### config.mk
export PLATFORM = sky130hd
export DESIGN_NAME = ps2_tx_flat
export DESIGN_NICKNAME = d
export VERILOG_FILES = /design/src/rtl/ps2_tx_pkg.sv /design/src/rtl/ps2_tx_if.sv /design/src/rtl/ps2_tx_sync_edge.sv /design/src/rtl/ps2_tx.sv /design/src/flat_wrapper.sv
export SDC_FILE = /design/constraint.sdc
export NUM_CORES = 1
export LEC_CHECK = 0
export ABC_AREA = 1
export BUFFER_PORTS_ARGS = -buffer_cell sky130_fd_sc_hd__buf_2
export CAP_MARGIN = 20
export CORE_ASPECT_RATIO = 0.9
export CORE_MARGIN = 2
export CORE_UTILIZATION = 60
export DETAILED_ROUTE_END_ITERATION = 8
export PLACE_DENSITY = 0.82
export SLEW_MARGIN = 15
export SYNTH_ARGS = -nofsm -noshare
export SYNTH_HDL_FRONTEND = slang
export SYNTH_HIERARCHICAL = 1
export SYNTH_SLANG_ARGS = --single-unit
export TNS_END_PERCENT = 10
### constraint.sdc
create_clock -name clk -period 3.5 [get_ports clk]
set_input_delay 0.35 -clock clk [delete_from_list [all_inputs] [get_ports clk]]
set_output_delay 0.35 -clock clk [all_outputs]
set_load 0.01 [all_outputs]
### src/rtl/ps2_tx_pkg.sv
`default_nettype none
// ============================================================================
//  Module      : ps2_tx_pkg
//  Description : Shared definitions for the PS/2 host-to-device transmitter:
//                FSM state encoding, frame geometry, command byte constants
//                and a microsecond-to-clock-cycle conversion helper.
//  Revision    : 1.0 - initial release
// ============================================================================
package ps2_tx_pkg;

    typedef enum logic [2:0] {
        ST_IDLE      = 3'd0,
        ST_INHIBIT   = 3'd1,
        ST_REQ       = 3'd2,
        ST_DATA      = 3'd3,
        ST_ACK       = 3'd4,
        ST_WAIT_IDLE = 3'd5,
        ST_DONE      = 3'd6
    } ps2_state_t;

    // start + 8 data + parity + stop
    localparam int PS2_FRAME_BITS = 11;

    localparam logic [7:0] PS2_CMD_SET_LED = 8'hED;
    localparam logic [7:0] PS2_CMD_RESET   = 8'hFF;
    localparam logic [7:0] PS2_ACK         = 8'hFA;

    // Whole-MHz clocks assumed; the integer division truncates otherwise.
    function automatic int unsigned ps2_us_to_cyc(input int unsigned clk_hz,
                                                  input int unsigned us);
        return (clk_hz / 32'd1_000_000) * us;
    endfunction

endpackage
`default_nettype wire

### src/rtl/ps2_tx_if.sv
`default_nettype none
// ============================================================================
//  Module      : ps2_tx_if
//  Description : Command-byte handshake between a requester and ps2_tx.
//                tx_data/tx_valid from the requester, tx_ready/done/err back.
//                master : requester side      slave : ps2_tx side
//  Revision    : 1.0 - initial release
// ============================================================================
interface ps2_tx_if;

    logic [7:0] tx_data;
    logic       tx_valid;
    logic       tx_ready;
    logic       done;
    logic       err;

    modport master (
        output tx_data,
        output tx_valid,
        input  tx_ready,
        input  done,
        input  err
    );

    modport slave (
        input  tx_data,
        input  tx_valid,
        output tx_ready,
        output done,
        output err
    );

endinterface
`default_nettype wire

### src/rtl/ps2_tx_sync_edge.sv
`default_nettype none
// ============================================================================
//  Module      : ps2_tx_sync_edge
//  Description : Two-flop synchronisers for the asynchronous PS/2 pins and a
//                registered one-cycle pulse on each synchronised kbclk fall.
//  Ports       : clk, rst_n        system clock, async active-low reset
//                kbclk, kbdata     raw pin levels
//                kbclk_s, kbdata_s synchronised levels
//                kbclk_fall        1-cycle pulse after a kbclk high->low
//  Revision    : 1.0 - initial release
// ============================================================================
module ps2_tx_sync_edge (
    input  wire logic clk,
    input  wire logic rst_n,
    input  wire logic kbclk,
    input  wire logic kbdata,
    output logic      kbclk_s,
    output logic      kbdata_s,
    output logic      kbclk_fall
);

    logic r_clk_meta;
    logic r_clk_sync;
    logic r_clk_prev;
    logic r_data_meta;
    logic r_data_sync;
    logic r_fall;

    // Reset to the idle (released, pulled-up) line level so no false edge
    // is seen when reset lifts.
    always_ff @(posedge clk or negedge rst_n) begin
        if (!rst_n) begin
            r_clk_meta  <= 1'b1;
            r_clk_sync  <= 1'b1;
            r_clk_prev  <= 1'b1;
            r_data_meta <= 1'b1;
            r_data_sync <= 1'b1;
            r_fall      <= 1'b0;
        end else begin
            r_clk_meta  <= kbclk;
            r_clk_sync  <= r_clk_meta;
            r_clk_prev  <= r_clk_sync;
            r_data_meta <= kbdata;
            r_data_sync <= r_data_meta;
            r_fall      <= r_clk_prev & ~r_clk_sync;
        end
    end

    assign kbclk_s    = r_clk_sync;
    assign kbdata_s   = r_data_sync;
    assign kbclk_fall = r_fall;

endmodule
`default_nettype wire

### src/rtl/ps2_tx.sv
`default_nettype none
// ============================================================================
//  Module      : ps2_tx
//  Description : PS/2 host-to-device transmitter. Sends one command byte to
//                the keyboard over open-drain kbclk/kbdata using active-high
//                pull-low enables: inhibit, request-to-send (start bit), 8 data
//                bits LSB first, odd parity, stop, then samples the device ACK.
//  Ports       : clk, rst_n         system clock, async active-low reset
//                kbclk, kbdata      pin levels (asynchronous)
//                kbclk_drive_low    1 = pull kbclk low
//                kbdata_drive_low   1 = pull kbdata low
//                tx_if (slave)      tx_data/tx_valid/tx_ready/done/err
//  Config      : PS2_TX_TIMEOUT_EN  enables a watchdog from clock release to
//                                   ACK; expiry releases lines, done+err.
//  Revision    : 1.0 - initial release
// ============================================================================
module ps2_tx
    import ps2_tx_pkg::*;
#(
    parameter int CLK_FREQ_HZ = 50_000_000,
    parameter int INHIBIT_US  = 100
`ifdef PS2_TX_TIMEOUT_EN
    ,
    parameter int TIMEOUT_US  = 15000
`endif
) (
    input  wire logic clk,
    input  wire logic rst_n,
    input  wire logic kbclk,
    input  wire logic kbdata,
    output logic      kbclk_drive_low,
    output logic      kbdata_drive_low,
    ps2_tx_if.slave   tx_if
);

    localparam int c_INHIBIT_CYC = int'(ps2_us_to_cyc(CLK_FREQ_HZ, INHIBIT_US));
    localparam int c_INH_W       = $clog2(c_INHIBIT_CYC + 1);
    localparam logic [c_INH_W-1:0] c_INH_LAST = c_INH_W'(c_INHIBIT_CYC - 1);

    // Falls 1..10 are counted 0..9 inside DATA; the 11th fall lands in ACK.
    localparam int c_BIT_W = $clog2(PS2_FRAME_BITS - 1);
    localparam logic [c_BIT_W-1:0] c_PAR_IDX  = c_BIT_W'(PS2_FRAME_BITS - 3);
    localparam logic [c_BIT_W-1:0] c_STOP_IDX = c_BIT_W'(PS2_FRAME_BITS - 2);

`ifdef PS2_TX_TIMEOUT_EN
    localparam int c_TIMEOUT_CYC = int'(ps2_us_to_cyc(CLK_FREQ_HZ, TIMEOUT_US));
    localparam int c_WDOG_W      = $clog2(c_TIMEOUT_CYC + 1);
    localparam logic [c_WDOG_W-1:0] c_WDOG_LAST = c_WDOG_W'(c_TIMEOUT_CYC - 1);
`endif

    logic w_kbclk_s;
    logic w_kbdata_s;
    logic w_kbclk_fall;

    ps2_tx_sync_edge u_sync (
        .clk        (clk),
        .rst_n      (rst_n),
        .kbclk      (kbclk),
        .kbdata     (kbdata),
        .kbclk_s    (w_kbclk_s),
        .kbdata_s   (w_kbdata_s),
        .kbclk_fall (w_kbclk_fall)
    );

    ps2_state_t         r_state;
    logic [7:0]         r_byte;
    logic               r_par;
    logic [c_INH_W-1:0] r_inh_cnt;
    logic [c_BIT_W-1:0] r_bit_cnt;
    logic               r_clk_low;
    logic               r_data_low;
    logic               r_tx_ready;
    logic               r_done;
    logic               r_err;
    logic               r_ack_err;
`ifdef PS2_TX_TIMEOUT_EN
    logic [c_WDOG_W-1:0] r_wdog;
`endif

    always_ff @(posedge clk or negedge rst_n) begin
        if (!rst_n) begin
            r_state    <= ST_IDLE;
            r_byte     <= 8'h00;
            r_par      <= 1'b0;
            r_inh_cnt  <= '0;
            r_bit_cnt  <= '0;
            r_clk_low  <= 1'b0;
            r_data_low <= 1'b0;
            r_tx_ready <= 1'b1;
            r_done     <= 1'b0;
            r_err      <= 1'b0;
            r_ack_err  <= 1'b0;
`ifdef PS2_TX_TIMEOUT_EN
            r_wdog     <= '0;
`endif
        end else begin
            r_done <= 1'b0;

            case (r_state)
                ST_IDLE: begin
                    // Device-initiated traffic here belongs to the receive path.
                    if (tx_if.tx_valid && r_tx_ready) begin
                        r_byte     <= tx_if.tx_data;
                        r_par      <= ~^tx_if.tx_data;
                        r_err      <= 1'b0;
                        r_ack_err  <= 1'b0;
                        r_tx_ready <= 1'b0;
                        r_clk_low  <= 1'b1;
                        r_inh_cnt  <= '0;
                        r_state    <= ST_INHIBIT;
                    end
                end

                ST_INHIBIT: begin
                    if (r_inh_cnt == c_INH_LAST) begin
                        r_data_low <= 1'b1;
                        r_state    <= ST_REQ;
                    end else begin
                        r_inh_cnt <= r_inh_cnt + 1'b1;
                    end
                end

                ST_REQ: begin
                    // Releasing the clock with data held low is the
                    // request-to-send; the device now starts clocking.
                    r_clk_low <= 1'b0;
                    r_bit_cnt <= '0;
                    r_state   <= ST_DATA;
                end

                ST_DATA: begin
                    if (w_kbclk_fall) begin
                        r_bit_cnt <= r_bit_cnt + 1'b1;
                        if (r_bit_cnt == c_STOP_IDX) begin
                            r_data_low <= 1'b0;
                            r_state    <= ST_ACK;
                        end else if (r_bit_cnt == c_PAR_IDX) begin
                            r_data_low <= ~r_par;
                        end else begin
                            r_data_low <= ~r_byte[r_bit_cnt[2:0]];
                        end
                    end
                end

                ST_ACK: begin
                    if (w_kbclk_fall) begin
                        r_ack_err <= w_kbdata_s;
                        r_state   <= ST_WAIT_IDLE;
                    end
                end

                ST_WAIT_IDLE: begin
                    if (w_kbclk_s && w_kbdata_s) begin
                        r_done  <= 1'b1;
                        r_err   <= r_ack_err;
                        r_state <= ST_DONE;
                    end
                end

                ST_DONE: begin
                    r_tx_ready <= 1'b1;
                    r_state    <= ST_IDLE;
                end

                default: begin
                    r_clk_low  <= 1'b0;
                    r_data_low <= 1'b0;
                    r_tx_ready <= 1'b1;
                    r_state    <= ST_IDLE;
                end
            endcase

`ifdef PS2_TX_TIMEOUT_EN
            // Watchdog spans clock release to ACK sample; placed after the
            // case so an expiry overrides whatever the case scheduled.
            if (r_state == ST_DATA || r_state == ST_ACK) begin
                if (r_wdog == c_WDOG_LAST) begin
                    r_clk_low  <= 1'b0;
                    r_data_low <= 1'b0;
                    r_done     <= 1'b1;
                    r_err      <= 1'b1;
                    r_state    <= ST_DONE;
                end else begin
                    r_wdog <= r_wdog + 1'b1;
                end
            end else begin
                r_wdog <= '0;
            end
`endif
        end
    end

    assign kbclk_drive_low  = r_clk_low;
    assign kbdata_drive_low = r_data_low;
    assign tx_if.tx_ready   = r_tx_ready;
    assign tx_if.done       = r_done;
    assign tx_if.err        = r_err;

endmodule
`default_nettype wire
### src/flat_wrapper.sv
// flat-port wrapper written by rule: the top's interface ports become plain ports
module ps2_tx_flat import ps2_tx_pkg::*;
#(
    parameter int CLK_FREQ_HZ = 50_000_000,
    parameter int INHIBIT_US  = 100

)
  (clk, rst_n, kbclk, kbdata, kbclk_drive_low, kbdata_drive_low, tx_if_tx_data, tx_if_tx_valid, tx_if_tx_ready, tx_if_done, tx_if_err);
  ps2_tx_if tx_if_i ();
  input  wire logic clk;
  input  wire logic rst_n;
  input  wire logic kbclk;
  input  wire logic kbdata;
  output logic kbclk_drive_low;
  output logic kbdata_drive_low;
  input wire logic [$bits(tx_if_i.tx_data)-1:0] tx_if_tx_data;
  input wire logic [$bits(tx_if_i.tx_valid)-1:0] tx_if_tx_valid;
  output wire logic [$bits(tx_if_i.tx_ready)-1:0] tx_if_tx_ready;
  output wire logic [$bits(tx_if_i.done)-1:0] tx_if_done;
  output wire logic [$bits(tx_if_i.err)-1:0] tx_if_err;
  assign tx_if_i.tx_data = tx_if_tx_data;
  assign tx_if_i.tx_valid = tx_if_tx_valid;
  assign tx_if_tx_ready = tx_if_i.tx_ready;
  assign tx_if_done = tx_if_i.done;
  assign tx_if_err = tx_if_i.err;
  ps2_tx #(.CLK_FREQ_HZ(CLK_FREQ_HZ), .INHIBIT_US(INHIBIT_US)) u_core (.clk(clk), .rst_n(rst_n), .kbclk(kbclk), .kbdata(kbdata), .kbclk_drive_low(kbclk_drive_low), .kbdata_drive_low(kbdata_drive_low), .tx_if(tx_if_i));
endmodule
# --- Yosys cells after proc, flatten, opt, wreduce, memory -nomap -nowiden ---
# Cells that the tools add are included.
op_classes:
  addsub: 2
  order_cmp: 1
  n_eq_ne: 16
  muxes: 29
  bitwise_logic: 7
  reduce_logical: 20
op_table:
  columns: ["operator", "n"]
  rows:
  - ["13-bit 2-to-1 mux", 2]
  - ["13-bit one-hot mux with 2 select lines", 1]
  - ["3-bit 2-to-1 mux", 6]
  - ["3-bit one-hot mux with 6 select lines", 1]
  - ["5-bit OR reduction", 3]
  - ["13-bit by 1-bit adder with 13-bit output (second input constant)", 1]
  - ["13-bit == test (second input constant)", 1]
  - ["3-bit AND reduction", 4]
  - ["1-bit 2-to-1 mux", 11]
  - ["3-bit == test (second input constant)", 3]
  - ["4-bit == test (second input constant)", 2]
  - ["2-bit by 1-bit inequality test with 1-bit output (second input constant)", 4]
  - ["1-bit one-hot mux with 2 select lines", 4]
  - ["4-bit one-hot mux with 2 select lines", 1]
  - ["2-bit AND reduction", 4]
  - ["2-bit nonzero test", 4]
  - ["8-bit XNOR reduction", 1]
  - ["3-bit by 2-bit == test with 1-bit output (second input constant)", 2]
  - ["2-bit inequality test (second input constant)", 3]
  - ["1-bit NOT", 6]
  - ["6-bit AND reduction", 1]
  - ["4-bit by 1-bit adder with 4-bit output (second input constant)", 1]
  - ["3-bit by 4-bit less-than comparator with 1-bit output (second input constant)", 1]
  - ["4-bit 2-to-1 mux", 1]
  - ["other kinds (6)", 7]
word_totals:
  reg_bits: 41

# --- Longest topological paths before layout ---
# Gate-level depths: netlist of run 1.
depth:
  word_depth: 7
  depth_mapped: 10

# --- Modules after synthesis ---
# Netlist of run 1, hierarchy kept.
by_module_without_submodules:
  columns: ["mod", "instances", "cells_each", "area_per_inst_um2"]
  rows:
  - ["ps2_tx", 1, 266, 2089.5]
  - ["ps2_tx_sync_edge", 1, 8, 166.4]

# --- Least setup slack after synthesis of run 1 ---
# Ideal clock, no wire load.
synth_timing:
  path_kind: "register to register"
  from: "register u_core.r_inh_cnt[0]"
  to: "register u_core.r_inh_cnt[5]"
  t_arrival_ps: 1380
  required_ps: 3405
  setup_slack_ps: 2025
  stages_incl_launch_ff: 11
  n_path_buf: 1
  synth_period_minus_slack_ps: 1475
  cell_sequence: "dfrtp_1 ha_1 nand2_1 nor3_1 nand3_1 nand2_4 nand2_4 inv_4 buf_6 nand2_1 o31ai_1"
synth_via:
  elab_chain_len: 3
  elab_cells_between_ends: 6
  classes_between: "add/sub (1); eq/ne (2); mux (2); reduce/logical (1)"
synth_lines:
  columns: ["item", "line_no", "source"]
  rows:
  - ["start, declared", "ps2_tx.sv:68", "logic [c_INH_W-1:0] r_inh_cnt;"]
  - ["start signal, assigned", "ps2_tx.sv:119", "r_inh_cnt <= r_inh_cnt + 1'b1;"]
  - ["13-bit by 1-bit adder with 13-bit output / 13-bit == test (equally long branches)", "ps2_tx.sv:119, ps2_tx.sv:115", null]
  - ["13-bit 2-to-1 mux / 2-bit inequality test (equally long branches)", null, null]
  - ["13-bit one-hot mux with 2 select lines / 3-bit AND reduction (equally long branches)", null, null]
# Parallel ways exist; a longest one is shown, timed or not. The select of a mux whose other input is x is not followed.
# A chain may end at the register's enable or synchronous reset.

# --- Worst setup path in the final report of run 1 ---
layout_timing:
  from: "register u_core.r_inh_cnt[0]"
  to: "register u_core.r_inh_cnt[9]"
# Same word-level chain as after synthesis.

==> results of run 1 <==
[cell families after synthesis]
| group | share of synthesized area [%] |
|---|---|
| AND/OR/NAND/NOR | 28.8 |
| AO/OA/AOI/OAI | 10.2 |
| buffers and inverters | 7.93 |
| flip-flops | 45.8 |
| XOR/XNOR | 5.05 |
| adder cells (fa/ha/maj) | 2.22 |
[where the power goes]
part	switching [mW]	total (mW)	internal, mW
clock network	0.154	0.332	0.178
registers	0.122	0.738	0.616
logic	0.424	0.651	0.227
[cells in the final DEF, fill, tap and decap left out, types with 2 or more instances in the layout]
master / netlist / layout
sky130_fd_sc_hd__inv_1: 34 / 34
sky130_fd_sc_hd__buf_2: 0 / 17
sky130_fd_sc_hd__nand2_4: 3 / 3
sky130_fd_sc_hd__o21ai_2: 4 / 4
sky130_fd_sc_hd__xor2_1: 7 / 7
sky130_fd_sc_hd__a21oi_1: 4 / 4
sky130_fd_sc_hd__nand3_1: 30 / 30
sky130_fd_sc_hd__dfrtp_1: 35 / 35
sky130_fd_sc_hd__dfstp_2: 6 / 6
sky130_fd_sc_hd__nand4_1: 4 / 4
sky130_fd_sc_hd__ha_1: 4 / 4
sky130_fd_sc_hd__nand2_1: 65 / 65
sky130_fd_sc_hd__o21ai_1: 3 / 3
sky130_fd_sc_hd__o21ai_0: 25 / 25
sky130_fd_sc_hd__nor2_1: 15 / 15
sky130_fd_sc_hd__inv_2: 2 / 2
sky130_fd_sc_hd__o22ai_1: 2 / 2
sky130_fd_sc_hd__xnor2_1: 6 / 6
sky130_fd_sc_hd__nor3_1: 11 / 11
sky130_fd_sc_hd__clkbuf_8: 0 / 7
[synthesized netlist by cell type (all sizes together)]
master,number,area [um^2]
dfstp,6,158
o21ai,32,175
nor3,12,65.1
nand2,68,278
nand4,4,25.0
nor2,18,93.8
o22ai,2,12.5
o21a,1,7.51
inv,37,141
clkinv,1,3.75
buf,3,33.8
ha,4,50.1
o21bai,1,7.51
xor2,7,61.3
xnor2,6,52.6
nand3b,1,20.0
o31ai,1,7.51
dfrtp,35,876
a21oi,4,20.0
nand3,31,168
[layout make-up]
cell class / instances / area share (%)
multi-input cells: 192 / 42.3
flip-flops and latches: 41 / 41.9
inverters: 38 / 5.89
clock buffers: 7 / 3.91
repair buffers: 17 / 3.45
well taps: 46 / 2.33
clock inverters: 1 / 0.203
[path summary, 6_finish.rpt]
path,slack [ps],endpoint,cells after the start,from
worst min register to register,360,u_core/u_sync/kbclk_s,0,u_core/u_sync/r_clk_meta
worst max register to register,1860,u_core/r_inh_cnt[9],9,u_core/r_inh_cnt[0]
worst min-delay path,160,u_core/u_sync/r_clk_meta,1,kbclk
worst max-delay path,1860,u_core/r_inh_cnt[9],9,u_core/r_inh_cnt[0]
max in group asynchronous,2760,u_core/kbclk_drive_low,1,rst_n
min in group asynchronous,180,u_core/r_bit_cnt[1],1,rst_n
[through the flow]
stage,power (mW),cells
5_1_grt,1.86,342
3_5_place_dp,1.39,334
6_report,1.72,342
4_1_cts,1.72,342
2_1_floorplan,1.26,274
3_3_place_gp,1.38,334
[worst max-delay path, stage by stage (launching register included)]
cell and delay [ps]:
sky130_fd_sc_hd__dfrtp_1 420, sky130_fd_sc_hd__ha_1 230, sky130_fd_sc_hd__nand2_1 100, sky130_fd_sc_hd__nor3_1 150, sky130_fd_sc_hd__nand3_1 140, sky130_fd_sc_hd__nand2_4 120, sky130_fd_sc_hd__nand2_4 90, sky130_fd_sc_hd__inv_4 140
sky130_fd_sc_hd__nand2_1 80, sky130_fd_sc_hd__o21ai_1 90
[registers in the layout, indices dropped and copies added, names as in the netlist, 3 cells and up]
signal	cells
u_core/r_byte	8
u_core/r_state	3
u_core/r_bit_cnt	4
u_core/r_inh_cnt	13
[routing by layer]
metal | part of all wire (%) | routed length, um | vias up
met5 | 0 | 0 | -
li1 | - | - | 934
met2 | 46 | 1920 | 54
met3 | 5.6 | 232 | 6
met4 | 1.3 | 55 | 0
met1 | 47 | 1960 | 856
==> impl_results.rst, run 1 <==
.. list-table::
   :header-rows: 1

   * - Metric
     - Value
   * - Yosys synthesis warning count
     - 6
   * - Cell at the root of the clock tree
     - sky130_fd_sc_hd__clkbuf_8
   * - Post-layout nets
     - 312
   * - Largest buffer count on any clock path
     - 2
   * - Share of layout cells above drive strength 1
     - 15.9%
   * - Clock buffers created by TritonCTS
     - 5
   * - Relative slew slack
     - 41.1%
   * - Total area of sequential cells
     - 1030 um^2
   * - Global-route usage over all layers
     - 23.2%
   * - Most Used Layer, Global Route
     - met2
   * - Average detailed-routed wire length per instance
     - 12.2 um
   * - Post-route worst hold slack
     - 155 ps
   * - Maximum vdd drop
     - 0.463 mV
   * - Number of violations of the max-capacitance limit
     - 0
   * - Pre-CTS worst setup slack
     - 1920 ps
   * - Flops & latches, synth
     - 41
   * - Initial Utilization
     - 61.8%
   * - Sum of routed wire length over all layers
     - 4170 um
   * - Count of final max-slew check failures
     - 0
   * - Final period utilization
     - 46.7%
   * - Wire length of the first global-routing pass
     - 7500 um
   * - Total Die Area
     - 4270 um^2
   * - Final critical path time including I/O delays and setup
     - 1640 ps
   * - Category of the critical setup timing path
     - reg -> reg
   * - CTS sink cnt
     - 41
   * - Final number of setup-violating endpoints
     - 0
   * - Number of instances resized during post-cts repair
     - 0
   * - Maximum number of pins on one net before global-route repair
     - 42
   * - Global routing met2 resource utilization
     - 34.0%
   * - Clock transition at the register clock pins on the worst setup and hold paths after CTS
     - 80 ps
   * - Unrepaired setup endpoints after global routing
     - false
   * - Total placed instance area
     - 2360 um^2
   * - H-tree levels
     - 2
   * - Area growth from synthesis to layout
     - 9.32%
   * - Filler instances
     - 282
   * - Gate count of the mapped netlist
     - 274
   * - Iteration count of the initial detailed-routing pass
     - 4
   * - Syn_nets
     - 291
   * - Endpoint required time on the critical path
     - 3720 ps
   * - Global routing usage on met3
     - 6.16%
   * - TritonCTS clock tree
     - yes
   * - Slew @ Worst Pin
     - 884 ps
   * - Post-Route Utilization
     - 67.5%
   * - Antenna violations before repair
     - 0
   * - Remaining global-route overflow
     - 0
   * - HPWL after detailed placement
     - 3030 um
   * - Placement row count
     - 21
   * - Count of final hold-check violations
     - 0
   * - Number of nets with antenna violations after detailed routing
     - 0
   * - Leak pwr
     - 1.16 nW
   * - Number of buffers added to fix hold violations after cts
     - 0
   * - Width of the chip
     - 68.6 um
   * - Data arrival time of the critical path
     - 1860 ps
   * - Number of diodes added for antenna fixing
     - 0
   * - Count of different cell masters after synthesis
     - 30
   * - Core area
     - 3650 um^2
   * - Startpoint type of the worst setup path
     - flop
   * - Via count of the first global-routing pass
     - 1710
   * - Vias post-DR
     - 1850
   * - Kind of end point of the critical path
     - flop
   * - Count of port buffers added during placement
     - 17
   * - Syn avg cell area
     - 8.23 um^2
   * - Combined area of all synthesized cells
     - 2260 um^2
   * - I/O pin count
     - 18
   * - Via density per instance
     - 5.41
   * - Global Route met1 Usage
     - 32.8%
   * - Skew-Pair Late Insertion Delay
     - 300 ps
   * - Initial DRC Count
     - 230
   * - Power density normalized to cell area
     - 698 nW/um^2
   * - Sequential fraction of the synthesis area
     - 45.8%
   * - Post-Layout Inst Area
     - 2470 um^2
   * - Min-Delay Path Class
     - in -> reg
   * - Final setup TNS
     - 0 ps
   * - Gpl congestion
     - 0.935
   * - Largest driver fanout on the critical path
     - 11
   * - Worst clock skew
     - 13.3 ps
   * - Area used by multi-input combinational logic
     - 1040 um^2
   * - Die height
     - 62.2 um
   * - Buffers inserted during post-CTS setup optimization
     - 0
   * - DRC violations left
     - 0
   * - Result of the run
     - complete, no violations
   * - PnR worst setup slack
     - 1860 ps
   * - Max Fclk
     - 611 MHz
No activity file was read; power rests on OpenSTA's default activity.
==> run 2, diff against run 1 <==
- CORE_UTILIZATION: 60 -> 59
- PLACE_DENSITY: 0.82 -> 0.81
- clock period: 3.5 -> 1.55 ns (I/O delays scaled with it)
==> run 2 against run 1 <==
Global-route usage shrank 0.72 points. Routed wire length up 6.7%. Worst setup slack worse by 1800 ps. Clock power is 110% higher. Sequential share of layout area decreased by 1.5 points. Register-to-register slack got worse by 1800 ps.
==> impl_results.rst, run 2 (synthesis gave the netlist of run 1 again) <==
.. list-table::
   :header-rows: 1

   * - Metric
     - Value
   * - Share of layout cells above drive strength 1
     - 19.6%
   * - Power density normalized to cell area
     - 1550 nW/um^2
   * - Count of final hold-check violations
     - 0
   * - Cell repeated most along the worst path
     - sky130_fd_sc_hd__nand3_1
   * - Post-layout nets
     - 322
   * - Max Fclk
     - 684 MHz
   * - Antenna violations before repair
     - 0
   * - Global-route usage over all layers
     - 22.5%
   * - Buffers inserted during post-CTS setup optimization
     - 0
   * - Gpl congestion
     - 0.919
   * - Initial Utilization
     - 60.9%
   * - Largest buffer count on any clock path
     - 2
   * - H-tree levels
     - 2
   * - Final critical path time including I/O delays and setup
     - 1460 ps
   * - Maximum number of pins on one net before global-route repair
     - 42
   * - Number of placed instances, taps included
     - 341
   * - CTS sink cnt
     - 41
   * - Largest driver fanout on the critical path
     - 6
   * - CP Cell Sequence
     - inv_2 > nor2_1 > buf_4 > nand3_1 > nand3_1 > nand3b_4 > nand2_1 > o21ai_0
   * - Via count of the first global-routing pass
     - 1851
   * - Area growth from synthesis to layout
     - 13.5%
   * - DRC violations left
     - 0
   * - Clock transition at the register clock pins on the worst setup and hold paths after CTS
     - 80 ps
   * - Die height
     - 62.7 um
   * - Top reg by flops
     - u_core/r_inh_cnt
   * - Count of final max-slew check failures
     - 0
   * - Final period utilization
     - 94.3%
   * - Critical path buffer and inverter count
     - 2
   * - Unrepaired setup endpoints after global routing
     - true
   * - CP delay by family, top
     - simple AND/OR/NAND/NOR gates
   * - Data arrival time of the critical path
     - 1630 ps
   * - Startpoint type of the worst setup path
     - flop
   * - Sum of routed wire length over all layers
     - 4450 um
   * - Most frequent cells in the layout
     - sky130_fd_sc_hd__nand2_1 (65), sky130_fd_sc_hd__inv_1 (34), sky130_fd_sc_hd__dfrtp_1 (34)
   * - Core area
     - 3700 um^2
   * - Post-route non-filler standard cell count
     - 352
   * - Skew-Pair Late Insertion Delay
     - 300 ps
   * - Result of the run
     - complete, no violations
   * - Critical-path top delay cell
     - sky130_fd_sc_hd__dfrtp_1
   * - Number of diodes added for antenna fixing
     - 0
   * - Leak pwr
     - 1.20 nW
   * - Placement row count
     - 21
   * - Relative slew slack
     - 66.1%
   * - Average detailed-routed wire length per instance
     - 12.6 um
   * - Area used by multi-input combinational logic
     - 1060 um^2
   * - Number of violations of the max-capacitance limit
     - 0
   * - Wire length of the first global-routing pass
     - 7760 um
   * - PnR worst setup slack
     - 87.7 ps
   * - Category of the critical setup timing path
     - reg -> reg
   * - Remaining global-route overflow
     - 0
   * - Cell at the root of the clock tree
     - sky130_fd_sc_hd__clkbuf_8
   * - TritonCTS clock tree
     - yes
   * - Count of port buffers added during placement
     - 17
   * - I/O pin count
     - 18
   * - Filler instances
     - 294
   * - Pre-CTS worst setup slack
     - 37.1 ps
   * - Max reg flops
     - 13
   * - Top flop regs
     - u_core/r_inh_cnt: 13 flops, u_core/r_byte: 8 flops, u_core/r_bit_cnt: 4 flops
   * - Initial DRC Count
     - 207
   * - Iteration count of the initial detailed-routing pass
     - 4
   * - Slew @ Worst Pin
     - 508 ps
   * - Maximum cell stage delay along the critical path
     - 440 ps
   * - Final number of setup-violating endpoints
     - 0
   * - Most common cell after layout, fill and taps aside
     - sky130_fd_sc_hd__nand2_1
   * - Via density per instance
     - 5.38
   * - Clock buffers created by TritonCTS
     - 5
   * - Vias post-DR
     - 1894
   * - Width of the chip
     - 69.2 um
   * - Number of nets with antenna violations after detailed routing
     - 0
   * - Tot Pwr
     - 3.97 mW
   * - HPWL after detailed placement
     - 3210 um
   * - Worst clock skew
     - 5.38 ps
   * - Maximum vdd drop
     - 0.949 mV
   * - Min-Delay Path Class
     - in -> reg
   * - Total Die Area
     - 4330 um^2
   * - Endpoint required time on the critical path
     - 1720 ps
   * - Kind of end point of the critical path
     - flop
   * - Total area of sequential cells
     - 1030 um^2
-- run 2: cell types whose count changed in the layout (fill, tap and decap cells not counted), sizes merged --
cell         delta
clkbuf          -2
buf             +7
dlygate4sd3     +3
clkinvlp        +2
-- run 2: final timing paths --
path / startpoint / end / slack, ps / cells after the start
min in group asynchronous: rst_n / u_core/r_byte[3] / 440 / 3
setup / recovery: u_core/r_state[2] / u_core/r_state[1] / 90 / 8
hold / removal: tx_if_tx_data[7] / u_core/r_byte[7] / 90 / 3
hold reg to reg: u_core/u_sync/r_clk_meta / u_core/u_sync/kbclk_s / 360 / 0
max in group asynchronous: rst_n / u_core/r_bit_cnt[0] / 730 / 3
setup reg to reg: u_core/r_state[2] / u_core/r_state[1] / 90 / 8
-- run 2: layer usage --
metal / global-route usage, % / share of wire (%)
met1: 28.2 / 47
met2: 37.5 / 47
met3: 5.00 / 4.5
met4: 9.56 / 1.4
met5: 0 / 0
-- run 2: report_power, final --
part,total (mW),switching (mW),internal (mW)
combinational,1.64,1.05,0.588
sequential,1.64,0.252,1.39
clock,0.687,0.376,0.311
-- run 2: worst min-delay path: cells and delay by family --
kind | cells | cell delay, ps
and+or+nand+nor | 1 | 40
AOI/OAI and AO/OA | 1 | 60
buffers and inverters | 1 | 100
-- run 2: what timing repair did --
action | in CTS | in global routing
hold endpoints to repair | 37 | 0
setup endpoints to repair | 0 | 16
hold buffers | 3 | 0
gates resized for setup | 0 | 9
-- run 2: per-stage QoR --
step / util [%] / hold WS (ps) / setup TNS [ps] / instance area, um^2
5_1_grt: 69.1 / 120 / -77.6 / 2560
3_5_place_dp: 65.2 / 246 / 0 / 2420
2_1_floorplan: - / -141 / 0 / 2260
6_report: 69.1 / 92.2 / 0 / 2560
3_3_place_gp: 65.2 / 242 / 0 / 2420
4_1_cts: 68.4 / 86.4 / 0 / 2530
-- run 2: layout make-up --
cell class / instances / area share (%)
repair buffers: 27 / 6.55
clock buffers: 5 / 2.69
inverters: 38 / 6.01
multi-input cells: 192 / 41.4
well taps: 46 / 2.25
clock inverters: 3 / 0.684
flip-flops and latches: 41 / 40.4
